--- src/rtl/div_unit.sv ---
// Iterative restoring divider for DIV/DIVU: one quotient bit per clock,
// quotient on lo, remainder on hi, with a dedicated divide-by-zero result.
module div_unit #(
    parameter int WIDTH = 32
) (
    input  logic             clk,
    input  logic             rst,
    input  logic             start,
    input  logic             is_signed,
    input  logic [WIDTH-1:0] a,
    input  logic [WIDTH-1:0] b,
    output logic             busy,
    output logic             done,
    output logic [WIDTH-1:0] lo,
    output logic [WIDTH-1:0] hi,
    output logic             div_by_zero
);

    localparam int CW = $clog2(WIDTH + 1);

    localparam logic [1:0] IDLE = 2'd0;
    localparam logic [1:0] CALC = 2'd1;
    localparam logic [1:0] FIX  = 2'd2;

    logic [1:0]       state;
    logic [CW-1:0]    cnt;
    logic [WIDTH:0]   rem;
    logic [WIDTH-1:0] quo;
    logic [WIDTH-1:0] dvs;
    logic [WIDTH-1:0] araw;
    logic             sign_q;
    logic             sign_r;
    logic             dz;

    logic [WIDTH:0]   sh;
    logic             ge;
    logic [WIDTH:0]   rem_nx;

    // Two's complement negate when neg is set; -2^(W-1) maps to itself,
    // which read as unsigned is exactly its magnitude.
    function automatic logic [WIDTH-1:0] magnitude(input logic [WIDTH-1:0] v,
                                                   input logic neg);
        return neg ? -v : v;
    endfunction

    // rem[WIDTH] folds in any carry out of the shift so the compare stays exact.
    assign sh     = {rem[WIDTH-1:0], quo[WIDTH-1]};
    assign ge     = rem[WIDTH] | (sh >= {1'b0, dvs});
    assign rem_nx = ge ? (sh - {1'b0, dvs}) : sh;

    assign busy = (state != IDLE);

    always_ff @(posedge clk or negedge rst) begin
        if (!rst) begin
            state       <= IDLE;
            cnt         <= '0;
            rem         <= '0;
            quo         <= '0;
            dvs         <= '0;
            araw        <= '0;
            sign_q      <= 1'b0;
            sign_r      <= 1'b0;
            dz          <= 1'b0;
            done        <= 1'b0;
            lo          <= '0;
            hi          <= '0;
            div_by_zero <= 1'b0;
        end else begin
            done <= 1'b0;
            case (state)
                IDLE: begin
                    if (start) begin
                        sign_q      <= is_signed & (a[WIDTH-1] ^ b[WIDTH-1]);
                        sign_r      <= is_signed & a[WIDTH-1];
                        quo         <= magnitude(a, is_signed & a[WIDTH-1]);
                        dvs         <= magnitude(b, is_signed & b[WIDTH-1]);
                        araw        <= a;
                        rem         <= '0;
                        cnt         <= CW'(WIDTH);
                        div_by_zero <= 1'b0;
                        dz          <= (b == '0);
                        state       <= (b == '0) ? FIX : CALC;
                    end
                end
                CALC: begin
                    rem <= rem_nx;
                    quo <= {quo[WIDTH-2:0], ge};
                    cnt <= cnt - CW'(1);
                    if (cnt == CW'(1)) state <= FIX;
                end
                FIX: begin
                    // Divide-by-zero bypasses the sign fix-up entirely.
                    lo          <= dz ? '1 : magnitude(quo, sign_q);
                    hi          <= dz ? araw : magnitude(rem[WIDTH-1:0], sign_r);
                    div_by_zero <= dz;
                    done        <= 1'b1;
                    state       <= IDLE;
                end
                default: state <= IDLE;
            endcase
        end
    end

endmodule

--- config.mk ---
export PLATFORM = sky130hd
export DESIGN_NAME = div_unit
export DESIGN_NICKNAME = d
export VERILOG_FILES = /design/src/rtl/div_unit.sv
export SDC_FILE = /design/constraint.sdc
export NUM_CORES = 1
export LEC_CHECK = 0
export CORE_MARGIN = 8
export CORE_UTILIZATION = 55
export CTS_CLUSTER_DIAMETER = 40
export DETAILED_ROUTE_END_ITERATION = 8
export PLACE_DENSITY_LB_ADDON = 0.08
export SETUP_SLACK_MARGIN = 0.05
export SYNTH_ARGS = -nofsm -noshare
export SYNTH_HDL_FRONTEND = slang
export SYNTH_SLANG_ARGS = --single-unit
--- constraint.sdc ---
create_clock -name clk -period 3.1 [get_ports clk]
set_input_delay 0.62 -clock clk [delete_from_list [all_inputs] [get_ports clk]]
set_output_delay 0.62 -clock clk [all_outputs]
set_load 0.005 [all_outputs]
==> flow_summary.json, run 1 <==
{
  "status": "completed",
  "place_area_sq_um": 15500,
  "finalSetupViolCount": 0,
  "finalNetCount": 1883,
  "p_leak_uw": 0.00743,
  "drtIter0Drc": 1116,
  "peakVddDrop_mv": 0.525,
  "drv_slew": 0,
  "grt.total_usage_pct": 27.7,
  "cts.path.max_buffers": 3,
  "ys_ff_latch": 206,
  "post-route-min-period_ns": 2.94,
  "core_sq_um": 23200,
  "die_area_sq_um": 28600,
  "cts_tree": "built",
  "p_per_area_nw_per_um2": 1180,
  "drc": 0,
  "postLayoutCellArea_sq_um": 16600,
  "yosys_most_used_dff": "dfrtp_1",
  "ff2ff_path_depth": 9,
  "clkTransAtPathRegs_ns": 0.06,
  "gr-total-overflow": 0,
  "wl_per_cell_um": 18.9,
  "max_freq_mhz": 340,
  "synth_area_per_cell_sq_um": 8.36,
  "max_slew.worst_pin.slew_ns": 0.891,
  "cp-start-kind": "flip-flop",
  "antenna_found_initial": 2,
  "vias": 12348,
  "synth_edf_count": 0,
  "yosysSeqAreaShare_pct": 40.0,
  "required_ns": 3.51,
  "clkSinkCount": 206,
  "hold_viol": 0,
  "placementRows": 56,
  "crit_type": "reg2reg",
  "dpl.hpwl_mm": 30.5,
  "async_flop_share_pct": 100,
  "portBuffers": 134,
  "syn-num-nets": 1646,
  "crit_fanout": 6,
  "syn_area_sq_um": 12900,
  "start_util_pct": 55.5,
  "avgViaCountPerCell": 5.82,
  "max_slew_margin_pct": 40.6,
  "postRouteAntennaNets": 0,
  "rsz0062_at_grt": "false",
  "hp-class": "in2async",
  "io_pins": 135,
  "critical_path.endpoint_type": "flip-flop",
  "cts-htree-levels": 1,
  "wirelength_mm": 40.0,
  "drive_gt1_share_pct": 13.7,
  "grt_pass1_wl_mm": 63.9,
  "die_w_um": 169,
  "areaGrowthSynthToFinish_pct": 28.9,
  "maxCapViolations": 0,
  "grt_max_degree": 77,
  "post-cts-setup-buffer-count": 0,
  "cts_buffers": 31,
  "fin_crit_sh_pct": 94.9,
  "cts_hold_buffers": 0,
  "firstDrtPassIters": 6,
  "grt_pass1_vias": 12095,
  "worstSkewPairLatency_ns": 0.55,
  "final_core_util_pct": 71.5,
  "yosysWarnings": 0,
  "syn_inst": 1539,
  "synth_cell_types": 67,
  "clock_skew_ns": 0.0110,
  "worstPathArrival_ns": 3.35,
  "gp_congestion": 0.964,
  "root_buffer": "clkbuf_16",
  "dieHeight_um": 169
}
[per-layer routing]
| layer | vias up | share of wire, % | GRT usage, % |
|---|---|---|---|
| li1 | 5924 | - | - |
| met1 | 5867 | 42 | 35.7 |
| met5 | - | 0 | 0 |
| met2 | 470 | 48 | 46.2 |
| met3 | 87 | 7.0 | 4.31 |
| met4 | 0 | 3.2 | 10.9 |
[critical path: stages, from the launching register on]
cell	delay (ns)
dfrtp_1	0.42
buf_4	0.18
or4_4	0.50
or4_4	0.45
or3_4	0.42
o41ai_4	0.23
xor2_1	0.30
nor2_1	0.08
a21oi_1	0.14
o21ai_0	0.09
[kinds of logic (layout without fill, tap and decap cells)]
logic type | count (synthesis) | after routing | synth area share (%)
buffers and inverters | 143 | 404 | 4.21
AOI/OAI and AO/OA | 448 | 448 | 21.1
and+or+nand+nor | 535 | 535 | 19.1
muxes | 24 | 24 | 1.89
other | 0 | 2 | 0
adders and majority gates | 39 | 39 | 3.85
xor gates and xnor gates | 144 | 144 | 9.80
DFF | 206 | 206 | 40.0
[flip-flops by register name, indices dropped and copies added (netlist names)]
name         flops
rem             33
araw            32
dvs             32
hi              32
lo              32
quo             32
cnt              6
state            2
div_by_zero      1
done             1
dz               1
sign_q           1
sign_r           1
[placed cells by master, fill, tap and decap left out, types with 8 or more instances in the layout]
cell / instances
or3_1: 10
xor2_1: 83
nor3_1: 28
o21ai_0: 179
mux2i_1: 22
clkdlybuf4s50_1: 133
nand3_1: 30
o31ai_1: 28
nand2_1: 257
a31oi_1: 8
a21oi_1: 117
nor2_1: 98
dfrtp_1: 206
clkbuf_16: 31
and2_1: 8
inv_1: 56
ha_1: 38
xnor2_1: 61
a32oi_1: 13
a21o_1: 10
a22oi_1: 27
nor4_1: 14
nor2b_1: 9
and3_1: 24
buf_4: 153
o41ai_1: 11
nand4_1: 8
or4_1: 8
[worst paths after layout]
kind	from	slack, ns	to
worst max register to register	rem[11]	0.16	hi[25]
worst min-delay path	rst	0.04	hi[5]
min in group clk	araw[30]	0.47	araw[30]
worst min register to register	araw[30]	0.47	araw[30]
worst max-delay path	rem[11]	0.16	hi[25]
max in group asynchronous	rst	2.25	lo[18]
[power breakdown]
part,switching [uW],internal (uW)
combinational,6120,5110
sequential,1050,3910
clock,1370,2040
[stage by stage]
| step | hold slack [ns] | worst slack (ns) | total power [uW] | TNS [ns] | instances |
|---|---|---|---|---|---|
| final | 0.0441 | 0.158 | 19600 | 0 | 2121 |
| after CTS | 0.0675 | 0.107 | 19400 | 0 | 2119 |
| after floorplan | 0.324 | 0.321 | 11400 | 0 | 1539 |
| after global routing | 0.0888 | 0.0284 | 21000 | 0 | 2121 |
| after global placement | 0.451 | -0.145 | 15700 | -0.305 | 2062 |
| after detailed placement | 0.454 | -0.188 | 16000 | -0.585 | 2062 |
[cells in the mapped netlist, types with 27 or more instances]
master | n | share of area (%)
nand3_1 | 31 | 1.2
xnor2_1 | 61 | 4.2
a21oi_1 | 117 | 4.5
dfrtp_1 | 206 | 40
a22oi_1 | 27 | 1.6
o21ai_0 | 180 | 7.0
xor2_1 | 83 | 5.6
nor3_1 | 28 | 1.1
inv_1 | 56 | 1.6
nand2_1 | 258 | 7.5
o31ai_1 | 28 | 1.6
nor2_1 | 101 | 2.9
clkbuf_1 | 77 | 2.2
ha_1 | 38 | 3.7
[timing repair]
item | 4_1_cts | 5_1_grt
cloned | 0 | 0
gates resized for setup | 1 | 10
setup endpoints to repair | 2 | 19
endpoints found under the hold margin | 0 | 0
pin swaps | 0 | 1
[area by class of cell]
cell class                      instances  area, sq um
Multi-Input combinational cell       1190         7250
Fill cell                            1891         6600
Sequential cell                       206         5150
Timing Repair Buffer                  291         2560
Clock buffer                           36          795
Tap cell                              319          399
Clock inverter                         21          215
Inverter                               56          210
Antenna cell                            2         5.00
Note: power is estimated with default switching activity, not from simulation.
==> run 2, diff against run 1 <==
--- a/config.mk
+++ b/config.mk
@@ -7,10 +7,10 @@
 export LEC_CHECK = 0
 export CORE_MARGIN = 8
 export CORE_UTILIZATION = 55
-export CTS_CLUSTER_DIAMETER = 40
 export DETAILED_ROUTE_END_ITERATION = 8
 export PLACE_DENSITY_LB_ADDON = 0.08
 export SETUP_SLACK_MARGIN = 0.05
+export SLEW_MARGIN = 40
 export SYNTH_ARGS = -nofsm -noshare
 export SYNTH_HDL_FRONTEND = slang
 export SYNTH_SLANG_ARGS = --single-unit
==> flow_summary.json, run 2 (synthesis results as in run 1) <==
{
  "status": "completed",
  "avgViaCountPerCell": 5.81,
  "finalSetupViolCount": 0,
  "grt_pass1_vias": 12003,
  "p_int_uw": 10700,
  "hp-class": "in2async",
  "wirelength_mm": 39.7,
  "clkSinkCount": 206,
  "crit_fanout": 6,
  "critical_path.endpoint_type": "flip-flop",
  "worstSkewPairLatency_ns": 0.51,
  "start_util_pct": 55.5,
  "drive_gt1_share_pct": 12.8,
  "vias": 12225,
  "placed_cells": 2062,
  "peakVddDrop_mv": 0.469,
  "top_register": "rem",
  "largest_reg_flops": 33,
  "ff2ff_path_depth": 9,
  "gr-total-overflow": 0,
  "fill_cells": 1920,
  "drv_slew": 0,
  "cts_hold_buffers": 0,
  "power_switching_uw": 8250,
  "fin_setup_tns_ns": 0,
  "crit_type": "reg2reg",
  "p_per_area_nw_per_um2": 1160,
  "drtIter0Drc": 1196,
  "dpl.hpwl_mm": 30.5,
  "worstPathArrival_ns": 3.38,
  "grt_max_degree": 77,
  "max_slew.worst_pin.slew_ns": 0.840,
  "grt_busiest_layer": "met2",
  "root_buffer": "clkbuf_16",
  "final_cell_mix": "257 x nand2_1, 205 x dfrtp_1, 179 x o21ai_0",
  "pwr-share-seq_pct": 26.2,
  "postRouteAntennaNets": 0,
  "firstDrtPassIters": 5,
  "max_slew_margin_pct": 44.0,
  "dieHeight_um": 169,
  "gp_congestion": 0.964,
  "p_leak_uw": 0.00731,
  "layout_commonest_cell": "nand2_1",
  "drc": 0,
  "portBuffers": 134,
  "p_comb_share_pct": 59.0,
  "io_pins": 135,
  "final_cells": 2105,
  "placementRows": 56,
  "hold_viol": 0,
  "clock_skew_ns": 0.0150,
  "met1_usage_pct": 35.6,
  "core_sq_um": 23200,
  "clkTransAtPathRegs_ns": 0.06,
  "areaGrowthSynthToFinish_pct": 26.9,
  "max_freq_mhz": 332,
  "required_ns": 3.47,
  "pwr-share-clk_pct": 14.8,
  "fin_total_pwr_uw": 18900,
  "cts-htree-levels": 1,
  "antenna_found_initial": 2,
  "use_met3_pct": 4.17,
  "swShare_pct": 43.5,
  "cp-start-kind": "flip-flop",
  "grt.total_usage_pct": 27.6,
  "post-cts-setup-buffer-count": 0,
  "whs_ns": 0.0891,
  "cts_tree": "built",
  "die_w_um": 169,
  "die_area_sq_um": 28600,
  "finalNetCount": 1875,
  "r2r-end": "hi[25]",
  "cts_buffers": 23,
  "wl_per_cell_um": 18.9,
  "maxCapViolations": 0,
  "r2r_start": "rem[11]",
  "post-route-min-period_ns": 3.01,
  "grt_pass1_wl_mm": 63.7,
  "r2r_setup_slack_ns": 0.09,
  "fin_crit_sh_pct": 97.1,
  "rsz0062_at_grt": "true",
  "cts.path.max_buffers": 3,
  "grt_util_met2_pct": 45.9
}
==> run 2: cell types whose count changed in the layout (fill, tap and decap cells not counted), sizes merged <==
cell and delta:
clkinv -2, clkbuf -3, inv -8, clkinvlp -4, bufinv +1
==> run 2: worst max-delay path by stage <==
stage | from | end | slack (ns) | depth (start not counted)
CTS | rem[11] | hi[25] | 0.06 | 9
global route | rem[20] | rem[27] | 0.009 | 11
global placement | b[8] | dvs[27] | -0.14 | 9
finish | rem[11] | hi[25] | 0.09 | 9
detailed placement | b[8] | dvs[27] | -0.19 | 9
floorplan | rem[17] | rem[5] | 0.32 | 11
==> run 2: stage by stage <==
stage	instance area (sq um)	utilization [%]	setup slack, ns
after floorplan	12900	-	0.321
after global placement	15500	66.9	-0.145
after detailed placement	15500	66.9	-0.188
after CTS	16300	70.2	0.0630
after global routing	16300	70.4	0.00871
final	16300	70.4	0.0906
==> run 2: power groups by stage <==
stage          sequential, uW  clock (uW)  combinational [uW]
6_report                 4960        2810               11200
2_1_floorplan            4750           0                6630
3_3_place_gp             4910           0               10800
5_1_grt                  5090        2940               12300
3_5_place_dp             4960           0               11000
4_1_cts                  4920        2830               11100
==> run 2: final cells by class <==
cell class,instances,area (sq um),share of cell area (%)
sequential,206,5160,31.6
timing repair buffer,291,2560,15.7
inverter,56,210,1.29
tap,319,399,2.44
multi-input combinational,1190,7240,44.3
antenna,2,5.00,0.0306
clock buffer,33,643,3.94
clock inverter,8,119,0.728
==> run 2: metal layers <==
layer	wire, um	vias to the layer above	part of all wire, %
li1	-	5900	-
met2	18900	414	48
met4	1360	0	3.4
met3	2380	73	6.0
met5	0	-	0
met1	17100	5838	43
==> run 2: worst max-delay path: stages, from the launching register on <==
cell and delay, ns:
dfrtp_1 0.42, buf_4 0.18, or4_4 0.50, or4_4 0.45, or3_4 0.42, o41ai_4 0.26
xor2_1 0.31, nor2_1 0.08, a21oi_1 0.15, o21ai_0 0.09
==> run 2: timing repair <==
action                                  CTS  global route
endpoints found under the setup margin    2            18
cloned                                    0             0
gates resized for setup                   1             9
pin swaps                                 0             1
==> run 3, diff against run 2 <==
--- a/config.mk
+++ b/config.mk
@@ -8,6 +8,7 @@
 export CORE_MARGIN = 8
 export CORE_UTILIZATION = 55
 export DETAILED_ROUTE_END_ITERATION = 8
+export GPL_ROUTABILITY_DRIVEN = 0
 export PLACE_DENSITY_LB_ADDON = 0.08
 export SETUP_SLACK_MARGIN = 0.05
 export SLEW_MARGIN = 40
==> constraint.sdc (replaced) <==
create_clock -name clk -period 3.1 [get_ports clk]
set_input_delay 0.465 -clock clk [delete_from_list [all_inputs] [get_ports clk]]
set_output_delay 0.465 -clock clk [all_outputs]
set_load 0.005 [all_outputs]
==> flow_summary.json, run 3 (synthesis results as in run 1) <==
{
  "largest_reg_flops": 33,
  "crit_top_cell": "o21ai_0",
  "whs_ns": -0.0338,
  "drc": 0,
  "crit_fanout": 7,
  "dpl.hpwl_mm": 29.0,
  "drive_gt1_share_pct": 9.39,
  "cts.path.max_buffers": 3,
  "pwr-share-seq_pct": 27.3,
  "hp-class": "in2async",
  "placed_cells": 1995,
  "core_sq_um": 23200,
  "avgViaCountPerCell": 5.93,
  "grt_pass1_vias": 11542,
  "swShare_pct": 44.2,
  "final_cell_mix": "257 x nand2_1, 206 x dfrtp_1, 179 x o21ai_0",
  "placementRows": 56,
  "wirelength_mm": 37.7,
  "fill_cells": 1940,
  "cts-htree-levels": 1,
  "p_comb_share_pct": 58.1,
  "max_freq_mhz": 336,
  "ctsResizeCount": 0,
  "layout_commonest_cell": "nand2_1",
  "worstSkewPairLatency_ns": 0.52,
  "postRouteAntennaNets": 0,
  "hold_viol": 14,
  "postLayoutCellArea_sq_um": 15800,
  "p_leak_uw": 0.00696,
  "top_register": "rem",
  "areaGrowthSynthToFinish_pct": 22.6,
  "status": "finished with violations",
  "vias": 12052,
  "post-cts-setup-buffer-count": 0,
  "max_stage_delay_ns": 0.45,
  "worstPathArrival_ns": 3.38,
  "gr-total-overflow": 0,
  "die_area_sq_um": 28600,
  "firstDrtPassIters": 5,
  "max_slew.worst_pin.slew_ns": 0.766,
  "p_per_area_nw_per_um2": 1140,
  "violations": "hold timing",
  "portBuffers": 134,
  "clkSinkCount": 206,
  "post-route-min-period_ns": 2.97,
  "fin_total_pwr_uw": 18000,
  "die_w_um": 169,
  "drv_slew": 0,
  "cp_cell_sequence": "ha_1 > a21oi_1 > o21ai_0 > a22oi_1 > a21oi_2 > a2111o_1 > nand2_1 > buf_4 > o21ai_0 > a22o_1",
  "finalSetupViolCount": 0,
  "grt_max_degree": 84,
  "start_util_pct": 55.5,
  "final_cells": 2034,
  "critical_path.endpoint_type": "flip-flop",
  "maxCapViolations": 0,
  "power_switching_uw": 7960,
  "crit_type": "reg2reg",
  "finalNetCount": 1808,
  "grt_pass1_wl_mm": 60.8,
  "root_buffer": "clkbuf_16",
  "antenna_found_initial": 2,
  "slowest_stage": "a22oi_1",
  "clkTransAtPathRegs_ns": 0.06,
  "io_pins": 135,
  "p_int_uw": 10000,
  "place_area_sq_um": 15000,
  "pwr-share-clk_pct": 14.5,
  "final_core_util_pct": 68.1,
  "cts_hold_buffers": 0,
  "drtIter0Drc": 1097,
  "grt.total_usage_pct": 26.1,
  "fin_crit_sh_pct": 95.9,
  "clock_skew_ns": 0.0180,
  "cp-start-kind": "flip-flop",
  "max_slew_margin_pct": 48.7,
  "required_ns": 3.51,
  "dieHeight_um": 169,
  "cts_tree": "built",
  "wl_per_cell_um": 18.6,
  "peakVddDrop_mv": 0.464,
  "cts_buffers": 23
}
## run 3: cell count changes in the layout (fill, tap and decap cells not counted), sizes merged
cell    change
clkinv      -2
diode       -1
bufinv      -2
clkbuf      +1
buf        -67
## run 3: final cells by class
cell class	instances	area, sq um	share of cell area [%]
Clock buffer	34	657	4.16
Antenna cell	1	2.50	0.0159
Timing Repair Buffer	224	2070	13.1
Tap cell	319	399	2.53
Multi-Input combinational cell	1190	7240	45.9
Clock inverter	4	48.8	0.309
Sequential cell	206	5150	32.7
Inverter	56	210	1.33
## run 3: critical path: cells and delay by family, from the launching register on
family / cells / cell delay [ns]
AOI/OAI and AO/OA: 7 / 1.68
adders and majority gates: 1 / 0.40
buffers and inverters: 1 / 0.18
DFF: 1 / 0.41
and+or+nand+nor: 1 / 0.20
## run 3: final timing paths
kind / start / to / slack, ns / cells after the start
min: rst / hi[2] / -0.03 / 1
min reg2reg: lo[26] / lo[26] / 0.47 / 2
max in group asynchronous: rst / sign_r / 2.34 / 2
max reg2reg: rem[9] / rem[0] / 0.13 / 10
min in group clk: lo[26] / lo[26] / 0.47 / 2
max: rem[9] / rem[0] / 0.13 / 10
## run 3: power groups by stage
stage               Clock, uW  Combinational (uW)  Sequential [uW]
floorplan                   0                6630             4750
finish                   2610               10500             4910
global placement            0               10000             4890
CTS                      2650               10300             4900
detailed placement          0               10200             4940
global route             2760               11500             5060
## run 3: routing by layer
layer / up-vias / track usage (%) / part of all wire (%) / wire, um
met3: 85 / 4.01 / 7.5 / 2820
met2: 465 / 41.9 / 46 / 17500
met5: - / 0 / 0.032 / 12
met4: 2 / 9.23 / 3.3 / 1250
li1: 5740 / - / - / -
met1: 5760 / 35.4 / 43 / 16200
## run 3: through the flow
step | worst slack [ns] | setup TNS [ns]
2_1_floorplan | 0.321 | 0
3_3_place_gp | 0.00517 | 0
3_5_place_dp | -0.00912 | -0.00912
4_1_cts | 0.123 | 0
5_1_grt | -0.00170 | -0.00170
6_report | 0.128 | 0
